==> config.mk <==
export PLATFORM = sky130hd
export DESIGN_NAME = templatized_alu_exec_flat
export DESIGN_NICKNAME = d
export VERILOG_FILES = /design/src/rtl/templatized_alu_exec_if.sv /design/src/rtl/templatized_alu_exec.sv /design/src/flat_wrapper.sv
export SDC_FILE = /design/constraint.sdc
export NUM_CORES = 1
export LEC_CHECK = 0
export ABC_AREA = 1
export CAP_MARGIN = 10
export CORE_ASPECT_RATIO = 2
export CORE_MARGIN = 4
export CORE_UTILIZATION = 60
export CTS_CLUSTER_SIZE = 28
export DETAILED_ROUTE_END_ITERATION = 6
export PLACE_DENSITY_LB_ADDON = 0.25
export SLEW_MARGIN = 10
export SYNTH_ARGS = -nofsm -noshare
export SYNTH_HDL_FRONTEND = slang
export SYNTH_SLANG_ARGS = --single-unit
==> constraint.sdc <==
create_clock -name clk -period 5.3 [get_ports clk]
set_input_delay 0.53 -clock clk [delete_from_list [all_inputs] [get_ports clk]]
set_output_delay 0.53 -clock clk [all_outputs]
set_load 0.03 [all_outputs]
==> src/rtl/templatized_alu_exec_if.sv <==
// rtl/templatized_alu_exec_if.sv - op/result handshake bundle for the ALU execute stage
interface templatized_alu_exec_if #(
  parameter int WIDTH = 32
);
  logic             in_valid;
  logic             in_ready;
  logic [3:0]       op_code;
  logic [2:0]       en;
  logic [WIDTH-1:0] operand_a;
  logic [WIDTH-1:0] operand_b;
  logic             out_valid;
  logic             out_ready;
  logic [WIDTH-1:0] result;
  logic             out_illegal;

  modport master (
    output in_valid, op_code, en, operand_a, operand_b, out_ready,
    input  in_ready, out_valid, result, out_illegal
  );

  modport slave (
    input  in_valid, op_code, en, operand_a, operand_b, out_ready,
    output in_ready, out_valid, result, out_illegal
  );
endinterface

==> src/rtl/templatized_alu_exec.sv <==
// rtl/templatized_alu_exec.sv - execute stage: 1-cycle arith/logic, bit-serial shift/rotate
module templatized_alu_exec #(
  parameter int WIDTH      = 32,
  parameter bit SIGNED_CMP = 1'b1
) (
  input  logic                  clk,
  input  logic                  rst_n,
  templatized_alu_exec_if.slave bus
);
  localparam int SW = $clog2(WIDTH);
  localparam logic [0:0] IDLE  = 1'b0;
  localparam logic [0:0] SHIFT = 1'b1;

  logic [0:0]       state_q, state_d;
  logic [SW-1:0]    cnt_q, cnt_d;
  logic [1:0]       sop_q, sop_d;
  logic [WIDTH-1:0] work_q, work_d;
  logic [WIDTH-1:0] result_q, result_d;
  logic             out_valid_q, out_valid_d;
  logic             out_illegal_q, out_illegal_d;

  logic [SW-1:0]    k;
  logic             legal;
  logic             lt, gt;
  logic             accept;
  logic [WIDTH-1:0] shifted;

  assign k               = bus.operand_b[SW-1:0];
  assign bus.in_ready    = rst_n && (state_q == IDLE) && (!out_valid_q || bus.out_ready);
  assign accept          = bus.in_valid && bus.in_ready;
  assign bus.out_valid   = out_valid_q;
  assign bus.result      = result_q;
  assign bus.out_illegal = out_illegal_q;

  // en must be exactly the one-hot group the op_code belongs to
  always_comb begin
    legal = 1'b0;
    case (bus.op_code)
      4'd0, 4'd1, 4'd2, 4'd3: legal = (bus.en == 3'b100);
      4'd4:                   legal = (bus.en == 3'b010);
      4'd5, 4'd6, 4'd7, 4'd8: legal = (bus.en == 3'b001);
      default:                legal = 1'b0;
    endcase
  end

  always_comb begin
    if (SIGNED_CMP) begin
      lt = $signed(bus.operand_a) < $signed(bus.operand_b);
      gt = $signed(bus.operand_a) > $signed(bus.operand_b);
    end else begin
      lt = bus.operand_a < bus.operand_b;
      gt = bus.operand_a > bus.operand_b;
    end
  end

  // sop: 0 SLL, 1 SAR, 2 ROTL, 3 ROTR
  always_comb begin
    case (sop_q)
      2'd0:    shifted = {work_q[WIDTH-2:0], 1'b0};
      2'd1:    shifted = {work_q[WIDTH-1], work_q[WIDTH-1:1]};
      2'd2:    shifted = {work_q[WIDTH-2:0], work_q[WIDTH-1]};
      default: shifted = {work_q[0], work_q[WIDTH-1:1]};
    endcase
  end

  always_comb begin
    state_d       = state_q;
    cnt_d         = cnt_q;
    sop_d         = sop_q;
    work_d        = work_q;
    result_d      = result_q;
    out_valid_d   = out_valid_q;
    out_illegal_d = out_illegal_q;

    if (out_valid_q && bus.out_ready) begin
      out_valid_d = 1'b0;
    end

    if (state_q == SHIFT) begin
      work_d = shifted;
      cnt_d  = cnt_q - 1'b1;
      if (cnt_q == 1) begin
        result_d      = shifted;
        out_valid_d   = 1'b1;
        out_illegal_d = 1'b0;
        state_d       = IDLE;
      end
    end else if (accept) begin
      out_valid_d   = 1'b1;
      out_illegal_d = !legal;
      if (!legal) begin
        result_d = '0;
      end else begin
        case (bus.op_code)
          4'd0:    result_d = bus.operand_a + bus.operand_b;
          4'd1:    result_d = bus.operand_a - bus.operand_b;
          4'd2:    result_d = {{(WIDTH-1){1'b0}}, lt};
          4'd3:    result_d = {{(WIDTH-1){1'b0}}, gt};
          4'd4:    result_d = bus.operand_a ^ bus.operand_b;
          default: begin
            if (k == '0) begin
              result_d = bus.operand_a;
            end else begin
              // result waits for the last SHIFT edge
              out_valid_d = 1'b0;
              work_d      = bus.operand_a;
              cnt_d       = k;
              sop_d       = bus.op_code[1:0] - 2'd1;
              state_d     = SHIFT;
            end
          end
        endcase
      end
    end
  end

  always_ff @(posedge clk) begin
    if (!rst_n) begin
      state_q       <= IDLE;
      cnt_q         <= '0;
      sop_q         <= '0;
      work_q        <= '0;
      result_q      <= '0;
      out_valid_q   <= 1'b0;
      out_illegal_q <= 1'b0;
    end else begin
      state_q       <= state_d;
      cnt_q         <= cnt_d;
      sop_q         <= sop_d;
      work_q        <= work_d;
      result_q      <= result_d;
      out_valid_q   <= out_valid_d;
      out_illegal_q <= out_illegal_d;
    end
  end
endmodule

==> src/flat_wrapper.sv <==
// flat-port wrapper written by rule: the top's interface ports become plain ports
module templatized_alu_exec_flat 
#(
  parameter int WIDTH      = 32,
  parameter bit SIGNED_CMP = 1'b1
)
  (clk, rst_n, bus_in_valid, bus_op_code, bus_en, bus_operand_a, bus_operand_b, bus_out_ready, bus_in_ready, bus_out_valid, bus_result, bus_out_illegal);
  templatized_alu_exec_if #(.WIDTH(WIDTH)) bus_i ();
  input  logic clk;
  input  logic rst_n;
  input wire logic [$bits(bus_i.in_valid)-1:0] bus_in_valid;
  input wire logic [$bits(bus_i.op_code)-1:0] bus_op_code;
  input wire logic [$bits(bus_i.en)-1:0] bus_en;
  input wire logic [$bits(bus_i.operand_a)-1:0] bus_operand_a;
  input wire logic [$bits(bus_i.operand_b)-1:0] bus_operand_b;
  input wire logic [$bits(bus_i.out_ready)-1:0] bus_out_ready;
  output wire logic [$bits(bus_i.in_ready)-1:0] bus_in_ready;
  output wire logic [$bits(bus_i.out_valid)-1:0] bus_out_valid;
  output wire logic [$bits(bus_i.result)-1:0] bus_result;
  output wire logic [$bits(bus_i.out_illegal)-1:0] bus_out_illegal;
  assign bus_i.in_valid = bus_in_valid;
  assign bus_i.op_code = bus_op_code;
  assign bus_i.en = bus_en;
  assign bus_i.operand_a = bus_operand_a;
  assign bus_i.operand_b = bus_operand_b;
  assign bus_i.out_ready = bus_out_ready;
  assign bus_in_ready = bus_i.in_ready;
  assign bus_out_valid = bus_i.out_valid;
  assign bus_result = bus_i.result;
  assign bus_out_illegal = bus_i.out_illegal;
  templatized_alu_exec #(.WIDTH(WIDTH), .SIGNED_CMP(SIGNED_CMP)) u_core (.clk(clk), .rst_n(rst_n), .bus(bus_i));
endmodule
* Yosys cells after proc, flatten, opt, wreduce, memory -nomap -nowiden
Index checks and enable logic that the tools add are counted.
** Storage, ports and cells
- Register bits :: 74
- Input bits :: 75
- Output and inout port bits :: 35
** Cells by class
- $lt $le $gt $ge :: 2
- Multiplexer cells :: 34
- Equality and inequality tests :: 18
- Bitwise gates (word level) :: 4
- Add/subtract/negate cells :: 4
- Reductions and logical operators :: 19
** Operators by type and width (number)
- 32-bit two-way mux :: 10
- 32-bit one-hot mux with 5 select lines :: 1
- 32-bit one-hot mux with 3 select lines :: 1
- 32-bit adder :: 1
- 32-bit > comparator :: 1
- 32-bit < comparator :: 1
- 32-bit subtractor :: 1
- 32-bit bitwise XOR :: 1
- 5-bit two-way mux :: 5
- 4-bit by 3-bit == test with 1-bit output, second input constant :: 4
- 1-bit two-way mux :: 16
- 4-bit by 2-bit == test with 1-bit output, second input constant :: 2
- 8-bit by 7-bit inequality test with 1-bit output, second input constant :: 1
- 4-bit OR reduction :: 2
- 5-bit by 1-bit == test with 1-bit output, second input constant :: 1
- 5-bit zero test :: 1
- 5-bit AND reduction :: 1
- 5-bit OR reduction :: 1
- 5-bit by 1-bit subtractor with 5-bit output, second input constant :: 1
- 4-bit by 1-bit == test with 1-bit output, second input constant :: 1
- 4-bit == test, second input constant :: 1
- 1-bit logical AND :: 4
- 4-bit zero test :: 1
- 2-bit by 1-bit inequality test with 1-bit output, second input constant :: 2
- other kinds (16) :: 20

* Depth between registers and ports, before layout
Gate-level depths: netlist of run 1.
- Word-level depth :: 6
- Gate-level depth with buffers :: 18
- Gate-level depth less buffers :: 18

* Least setup slack after synthesis of run 1
No wires, ideal clock.
- Path kind :: input to register
- Start :: in rst_n
- End :: reg u_core.work_q[9]
- Data required time :: 5184 ps
- Setup slack :: 2892 ps
- Arrival time :: 2293 ps
- Stages on the path :: 10
- Setup time :: 116 ps
- Path through :: inv_2 > nor3_1 > nand2_1 > inv_1 > nand3_4 > nand2_2 > inv_2 > buf_4 > nor2_1 > nor2_1
** Between the ends
- Longest elaborated chain between the ends :: 5
** RTL lines
- from (decl) :: RTL line flat_wrapper.sv:10 : input logic rst_n;
- 1-bit logical AND (2 in a row) :: RTL line templatized_alu_exec.sv:29 : assign bus.in_ready = rst_n && (state_q == IDLE) && (!out_valid_q || bus.out_ready);
- named net bus_in_ready :: RTL line flat_wrapper.sv:17 : output wire logic [$bits(bus_i.in_ready)-1:0] bus_in_ready;
- 1-bit logical AND :: RTL line templatized_alu_exec.sv:30 : assign accept = bus.in_valid && bus.in_ready;
- 2-bit nonzero test (no source line)
- 4-bit AND reduction (no source line)
- to (signal assigned) :: RTL line templatized_alu_exec.sv:130 : work_q <= work_d;
- to (decl) :: RTL line templatized_alu_exec.sv:17 : logic [WIDTH-1:0] work_q, work_d;
The timed path passes the listed nets, and every way through them passes these cells.
A chain may end at the register's enable or synchronous reset.

* Worst setup path in the final report of run 1
- Start :: in bus_op_code[0]
- End :: reg u_core.work_q[4]
** Between the ends
- Longest elaborated chain between the ends :: 5
- Elaborated cells between the ends (all ways) :: 16
- Classes of those cells :: eq/ne: 9; mux: 1; reduce/logical: 6
** RTL lines
- from (decl) :: RTL line flat_wrapper.sv:12 : input wire logic [$bits(bus_i.op_code)-1:0] bus_op_code;
- 4-bit by 3-bit == test with 1-bit output (tied with other cells) :: RTL line templatized_alu_exec.sv:38 : case (bus.op_code)
- 4-bit OR reduction :: RTL line templatized_alu_exec.sv:38
- 1-bit one-hot mux with 3 select lines :: RTL line templatized_alu_exec.sv:38
- 2-bit nonzero test (no source line)
- 4-bit AND reduction (no source line) *
Every way passes the cells marked *; elsewhere a longest branch is shown, timed or not.

==> out/qor.csv, run 1 <==
stage,metric,value,unit
floorplan,die_h,187.7,µm
power_and_ir_drop,p_leak,5.920,nW
detailed_routing,via_count,12260,
clock_network,cts_made_buffers,9,
floorplan,die_width,97.87,µm
clock_network,cts_tree,done,
yosys,avgSynthCellArea,5.179,µm²
yosys,synth_flop_cell,dfxtp_1,
clock_network,htreeDepth,3,
global_routing,overflow,0,
clock_network,clk_pin_slew,0.06,ns
placement,io_buffer_count,109,
floorplan,start_util,61.10,%
cells_and_area,syn_to_final_growth,13.92,%
timing,relSlewSlack,30.96,%
worst_setup_path,cpPeakStageDelay,0.54,ns
placement,dpl.hpwl,30570,µm
worst_setup_path,required,5.56,ns
global_routing,grt_max_degree,54,
cells_and_area,register_area,1481,µm²
placement,place_area,10790,µm²
cells_and_area,antenna_cells,0,
placement,gp_congestion,1.024,
yosys,synthCells,1871,
global_routing,grt_antenna_before_repair,0,
run_status,status,"complete, but fails checks",
worst_setup_path,worstSetupPathType,in2reg,
clock_network,ctsResizeCount,0,
yosys,synth_fp_nets,2017,
cells_and_area,fillCellCount,1575,
timing,holdWs,0.4690,ns
timing,rsz0062_at_grt,false,
clock_network,clockRootBuffer,clkbuf_16,
cells_and_area,finish.instance_area,11040,µm²
global_routing,gr-usage-all-layers,39.88,%
yosys,ys_seq_area_share,15.29,%
power_and_ir_drop,powerDensity,185.7,nW/µm²
worst_setup_path,path_cells,"clkdlybuf4s50_1, inv_1, ha_1, inv_1, nor2_2, nand2_1, inv_2, o21ai_1, nand2_1, inv_1, nand2_2, inv_2, nand3_4, nand2_2, inv_2, nand2_1, a21oi_1",
clock_network,cts_sinks,74,
floorplan,coreArea,15860,µm²
cells_and_area,multiInputGateArea,6621,µm²
timing,period_needed,4.027,ns
timing,drv_slew,0,
power_and_ir_drop,ir_drop,0.3244,mV
cells_and_area,nets,2075,
cells_and_area,utilization,69.61,%
worst_setup_path,cp_max_fo,33,
yosys,syn-cell-area,9691,µm²
timing,hold_viol_final,0,
detailed_routing,drtIter0Drc,1109,
global_routing,grt_pass1_wl,58710,µm
detailed_routing,dr.pass1.iters,7,
worst_setup_path,startpoint_type,primary input,
timing,tns,0,ns
floorplan,die-area,18370,µm²
detailed_routing,wl,37670,µm
detailed_routing,remaining_drc_errors,20,
global_routing,grt_pass1_vias,11740,
cells_and_area,layout-drive-gt1-share,2.018,%
timing,min_period_over_period,75.98,%
detailed_routing,via_per_inst,5.745,
timing,worst_pin_slew,1.029,ns
clock_network,holdBufCountCts,0,
run_status,violations,design-rule violations,
floorplan,rows,65,
yosys,synth_async_sr_flop_share,0,%
worst_setup_path,cp_data_arrival_time,4.29,ns
clock_network,cts_max_path_buffers,2,
timing,finalSetupViolCount,0,
floorplan,io_pins,110,
worst_setup_path,cp_slowest_cell,inv_2,
hold_path,holdCritPathClass,reg2reg,
cells_and_area,fin_cells,2134,
clock_network,post_cts_buffers,0,
flow_run,max_cap_viol_count,0,
timing,max_freq,248.3,MHz
clock_network,insertion_delay,0.34,ns
detailed_routing,wl_per_cell,17.65,µm
placement,dp.cells,2119,
worst_setup_path,end_kind,register,
detailed_routing,postRouteAntennaNets,0,
yosys,yosys_warnings,0,
yosys,yosys_register_bits,74,
yosys,synth_edf_count,0,
timing,skew,0.008821,ns
yosys,synth.distinct_cells,42,
## worst paths after layout
path | startpoint | to | slack, ns | cells past startpoint
worst max-delay path | bus_op_code[0] | u_core.work_q[4]$_SDFFE_PN0P_ | 1.27 | 17
worst min-delay path | u_core.cnt_q[1]$_SDFFE_PN0P_ | u_core.cnt_q[1]$_SDFFE_PN0P_ | 0.47 | 2
worst max register to register | u_core.state_q$_SDFF_PN0_ | u_core.work_q[4]$_SDFFE_PN0P_ | 2.38 | 9
worst min register to register | u_core.cnt_q[1]$_SDFFE_PN0P_ | u_core.cnt_q[1]$_SDFFE_PN0P_ | 0.47 | 2
## where the power goes
group          total (mW)  leakage (nW)  internal [mW]  switching (mW)
Combinational       0.913          5.20          0.294           0.618
Sequential          0.598         0.602          0.581          0.0166
Clock               0.540         0.122          0.313           0.227
Total                2.05          5.92           1.19           0.861
## cell type report
cell class | count | share of cell area (%)
sequential | 74 | 13.42
clock buffer | 12 | 2.142
tap | 201 | 2.278
timing repair buffer | 116 | 10.36
inverter | 343 | 11.66
clock inverter | 3 | 0.1587
multi-input combinational | 1385 | 59.98
## per-stage QoR
step                      total power, mW  setup slack, ns
after detailed placement            1.493            1.106
after global placement              1.482            1.253
after floorplan                     1.179            2.892
after CTS                           2.023            1.421
after global routing                2.161            1.014
final                               2.050            1.273
## flip-flops by register name, indices dropped and copies added, names as in the netlist
signal                  count
u_core.bus.result          32
u_core.work_q              32
u_core.cnt_q                5
u_core.sop_q                2
u_core.bus.out_illegal      1
u_core.bus.out_valid        1
u_core.state_q              1
## cell usage in the layout (no fill, tap or decap), types with 7 or more instances in the layout
cell type	n
nor3_1	11
inv_1	332
clkbuf_16	9
a21oi_1	184
o21bai_1	7
dfxtp_1	74
nor2_1	240
buf_4	7
nand2_1	585
o21ai_1	18
nand4_1	16
o21ai_0	76
clkdlybuf4s50_1	109
nand3_1	129
inv_2	8
ha_1	69
## kinds of logic after synthesis
group | share of synthesized area, %
AND/OR/NAND/NOR | 41.92
buffers and inverters | 16.38
AO/OA/AOI/OAI | 16.63
flip-flops | 15.29
adder cells (fa/ha/maj) | 9.322
XOR/XNOR | 0.4519
## worst max-delay path: cells and delay by family
| family | cells | cell delay (ns) |
|---|---|---|
| AOI/OAI and AO/OA | 2 | 0.28 |
| and+or+nand+nor | 7 | 1.42 |
| adders and majority gates | 1 | 0.19 |
| buffers and inverters | 7 | 1.84 |
## cell usage after synthesis (all sizes together), types with 3 or more instances
master | number | area [µm²]
and3 | 3 | 18.77
o2111ai | 5 | 43.79
nand4 | 16 | 100.1
nor2 | 243 | 924.6
nand3 | 131 | 673.2
inv | 340 | 1276
ha | 69 | 863.3
a21oi | 184 | 920.9
clkinv | 3 | 11.26
o211ai | 4 | 30.03
xor2 | 5 | 43.79
a21boi | 4 | 30.03
dfxtp | 74 | 1481
nor3 | 11 | 55.05
and2 | 4 | 25.02
nand2 | 589 | 2226
o21ai | 94 | 470.5
o21bai | 7 | 52.55
buf | 25 | 135.1
clkbuf | 44 | 165.2
## metal layers
| layer | vias to the layer above | part of all wire, % | track usage [%] |
|---|---|---|---|
| met5 | - | 0 | 0 |
| met4 | 0 | 9.2 | 31.68 |
| met3 | 215 | 7.7 | 4.840 |
| met2 | 698 | 49 | 70.33 |
| met1 | 5433 | 34 | 41.73 |
| li1 | 5914 | - | - |
Power figures use the tool's default switching activity.
==> inputs of run 2 (changes only) <==
--- a/config.mk
+++ b/config.mk
@@ -9,7 +9,7 @@
 export CAP_MARGIN = 10
 export CORE_ASPECT_RATIO = 2
 export CORE_MARGIN = 4
-export CORE_UTILIZATION = 60
+export CORE_UTILIZATION = 59
 export CTS_CLUSTER_SIZE = 28
 export DETAILED_ROUTE_END_ITERATION = 6
 export PLACE_DENSITY_LB_ADDON = 0.25
==> constraint.sdc (replaced) <==
create_clock -name clk -period 4.2 [get_ports clk]
set_input_delay 0.42 -clock clk [delete_from_list [all_inputs] [get_ports clk]]
set_output_delay 0.42 -clock clk [all_outputs]
set_load 0.03 [all_outputs]
==> out/qor.csv, run 2 (synthesized netlist as in run 1, its figures left out) <==
stage,metric,value,unit,change
run_status,status,"complete, no violations",,
worst_setup_path,cp_data_arrival_time,3.52,ns,-0.77 ns
clock_network,htreeDepth,3,,unchanged
timing,min_period_over_period,78.31,%,
global_routing,grt_pass1_vias,12260,,+4.4%
floorplan,io_pins,110,,unchanged
global_routing,overflow,0,,unchanged
clock_network,cts_tree,done,,
clock_network,cts_sinks,74,,unchanged
cells_and_area,utilization,69.33,%,-0.28 points
detailed_routing,via_count,12450,,+1.6%
worst_setup_path,startpoint_type,primary input,,
clock_network,holdBufCountCts,0,,unchanged
timing,finalSetupViolCount,0,,unchanged
worst_setup_path,cp_max_fo,53,,+61%
cells_and_area,layout_common_cells,"585 x nand2_1, 332 x inv_1, 240 x nor2_1, 184 x a21oi_1, 129 x nand3_1",,
floorplan,start_util,59.87,%,-1.2 points
detailed_routing,drtIter0Drc,1153,,+4.0%
floorplan,die_width,98.62,µm,+0.77%
cells_and_area,syn_to_final_growth,15.80,%,
placement,io_buffer_count,109,,unchanged
timing,drv_slew,0,,unchanged
power_and_ir_drop,power,2.827,mW,+38%
floorplan,rows,66,,+1.5%
cells_and_area,nets,2086,,+0.53%
cells_and_area,finish.instance_area,11220,µm²,+1.7%
timing,hold_viol_final,0,,unchanged
global_routing,gr-usage-all-layers,41.30,%,+1.4 points
timing,relSlewSlack,57.85,%,+27 points
floorplan,die-area,18660,µm²,+1.6%
global_routing,grt_max_degree,54,,unchanged
cells_and_area,layout-drive-gt1-share,2.776,%,+0.76 points
cells_and_area,fin_cells,2149,,+0.70%
detailed_routing,via_per_inst,5.795,,+0.87%
timing,skew,0.006417,ns,-0.002405 ns
placement,dp.cells,2133,,+0.66%
detailed_routing,postRouteAntennaNets,0,,unchanged
power_and_ir_drop,powerDensity,251.9,nW/µm²,+36%
clock_network,cts_max_path_buffers,2,,unchanged
power_and_ir_drop,p_leak,6.024,nW,+1.7%
global_routing,grt_pass1_wl,61490,µm,+4.7%
worst_setup_path,end_kind,register,,
detailed_routing,wl_per_cell,18.10,µm,+2.5%
cells_and_area,layout_commonest_cell,nand2_1,,
clock_network,post_cts_buffers,0,,unchanged
floorplan,die_h,189.2,µm,+0.81%
timing,rsz0062_at_grt,false,,
clock_network,cts_made_buffers,9,,unchanged
detailed_routing,dr.pass1.iters,7,,unchanged
placement,place_area,10870,µm²,+0.80%
timing,period_needed,3.289,ns,
hold_path,holdCritPathClass,reg2reg,,
flow_run,max_cap_viol_count,0,,unchanged
timing,worst_pin_slew,0.6256,ns,-0.4037 ns
global_routing,grt_antenna_before_repair,0,,unchanged
power_and_ir_drop,ir_drop,0.4344,mV,+34%
clock_network,clockRootBuffer,clkbuf_16,,
detailed_routing,remaining_drc_errors,0,,-100%
detailed_routing,wl,38890,µm,+3.2%
clock_network,insertion_delay,0.34,ns,about the same
placement,dpl.hpwl,31660,µm,+3.6%
cells_and_area,antenna_cells,0,,unchanged
floorplan,coreArea,16190,µm²,+2.1%
clock_network,clk_pin_slew,0.06,ns,about the same
clock_network,ctsResizeCount,0,,unchanged
worst_setup_path,required,4.43,ns,-1.13 ns
timing,max_freq,304.0,MHz,
placement,gp_congestion,1.077,,+5.2%
worst_setup_path,worstSetupPathType,in2reg,,
timing,tns,0,ns,unchanged
## run 2: changes by cell type in the layout (fill, tap and decap cells not counted), sizes merged
cell	delta
buf	+11
clkbuf	-3
bufinv	+3
inv	+2
clkinvlp	-1
## run 2: per-stage QoR
step	hold slack (ns)	setup slack [ns]
after global routing	0.4926	0.5702
final	0.4620	0.9110
after global placement	0.4475	0.7493
after floorplan	0.4392	1.889
after detailed placement	0.4550	0.6098
after CTS	0.4643	0.9678
## run 2: worst paths after layout
check,slack (ns),endpoint,from,cells past startpoint
setup / recovery,0.91,u_core.bus.result[5]$_SDFFE_PN0P_,bus_op_code[0],16
hold / removal,0.46,u_core.cnt_q[1]$_SDFFE_PN0P_,u_core.cnt_q[1]$_SDFFE_PN0P_,2
setup reg to reg,1.87,u_core.work_q[21]$_SDFFE_PN0P_,u_core.state_q$_SDFF_PN0_,9
hold reg to reg,0.46,u_core.cnt_q[1]$_SDFFE_PN0P_,u_core.cnt_q[1]$_SDFFE_PN0P_,2
## run 2: power breakdown
part           internal (mW)  switching (mW)
Combinational          0.378           0.784
Sequential             0.733          0.0239
Clock                  0.587           0.322
Total                   1.70            1.13
## run 2: cell type report
type                    count  area [µm²]
multi-input cells        1385        6621
fillers                  1548        4964
flip-flops and latches     74        1481
inverters                 343        1287
repair buffers            127        1226
well taps                 204       255.2
clock buffers               9       225.2
clock inverters             7       125.1
## run 2: layer usage
metal  global-route usage (%)  vias to the layer above  wire [µm]
met5                        0                        -          0
met1                    42.56                     5534      13170
met3                    5.678                      235       2873
met4                    30.88                        0       3465
li1                         -                     5933          -
met2                    74.15                      752      19390
## run 2: worst max-delay path, cell delays in order
cell             delay, ns
clkdlybuf4s50_1       0.46
inv_1                 0.11
ha_1                  0.22
inv_1                 0.08
nor2_2                0.15
nand2_1               0.35
xor2_1                0.24
o21ai_1               0.09
nor2_1                0.12
nand2_2               0.11
nor2_4                0.19
nand2_2               0.10
nand2_4               0.42
inv_2                 0.21
o21ai_1               0.19
nor2_1                0.05
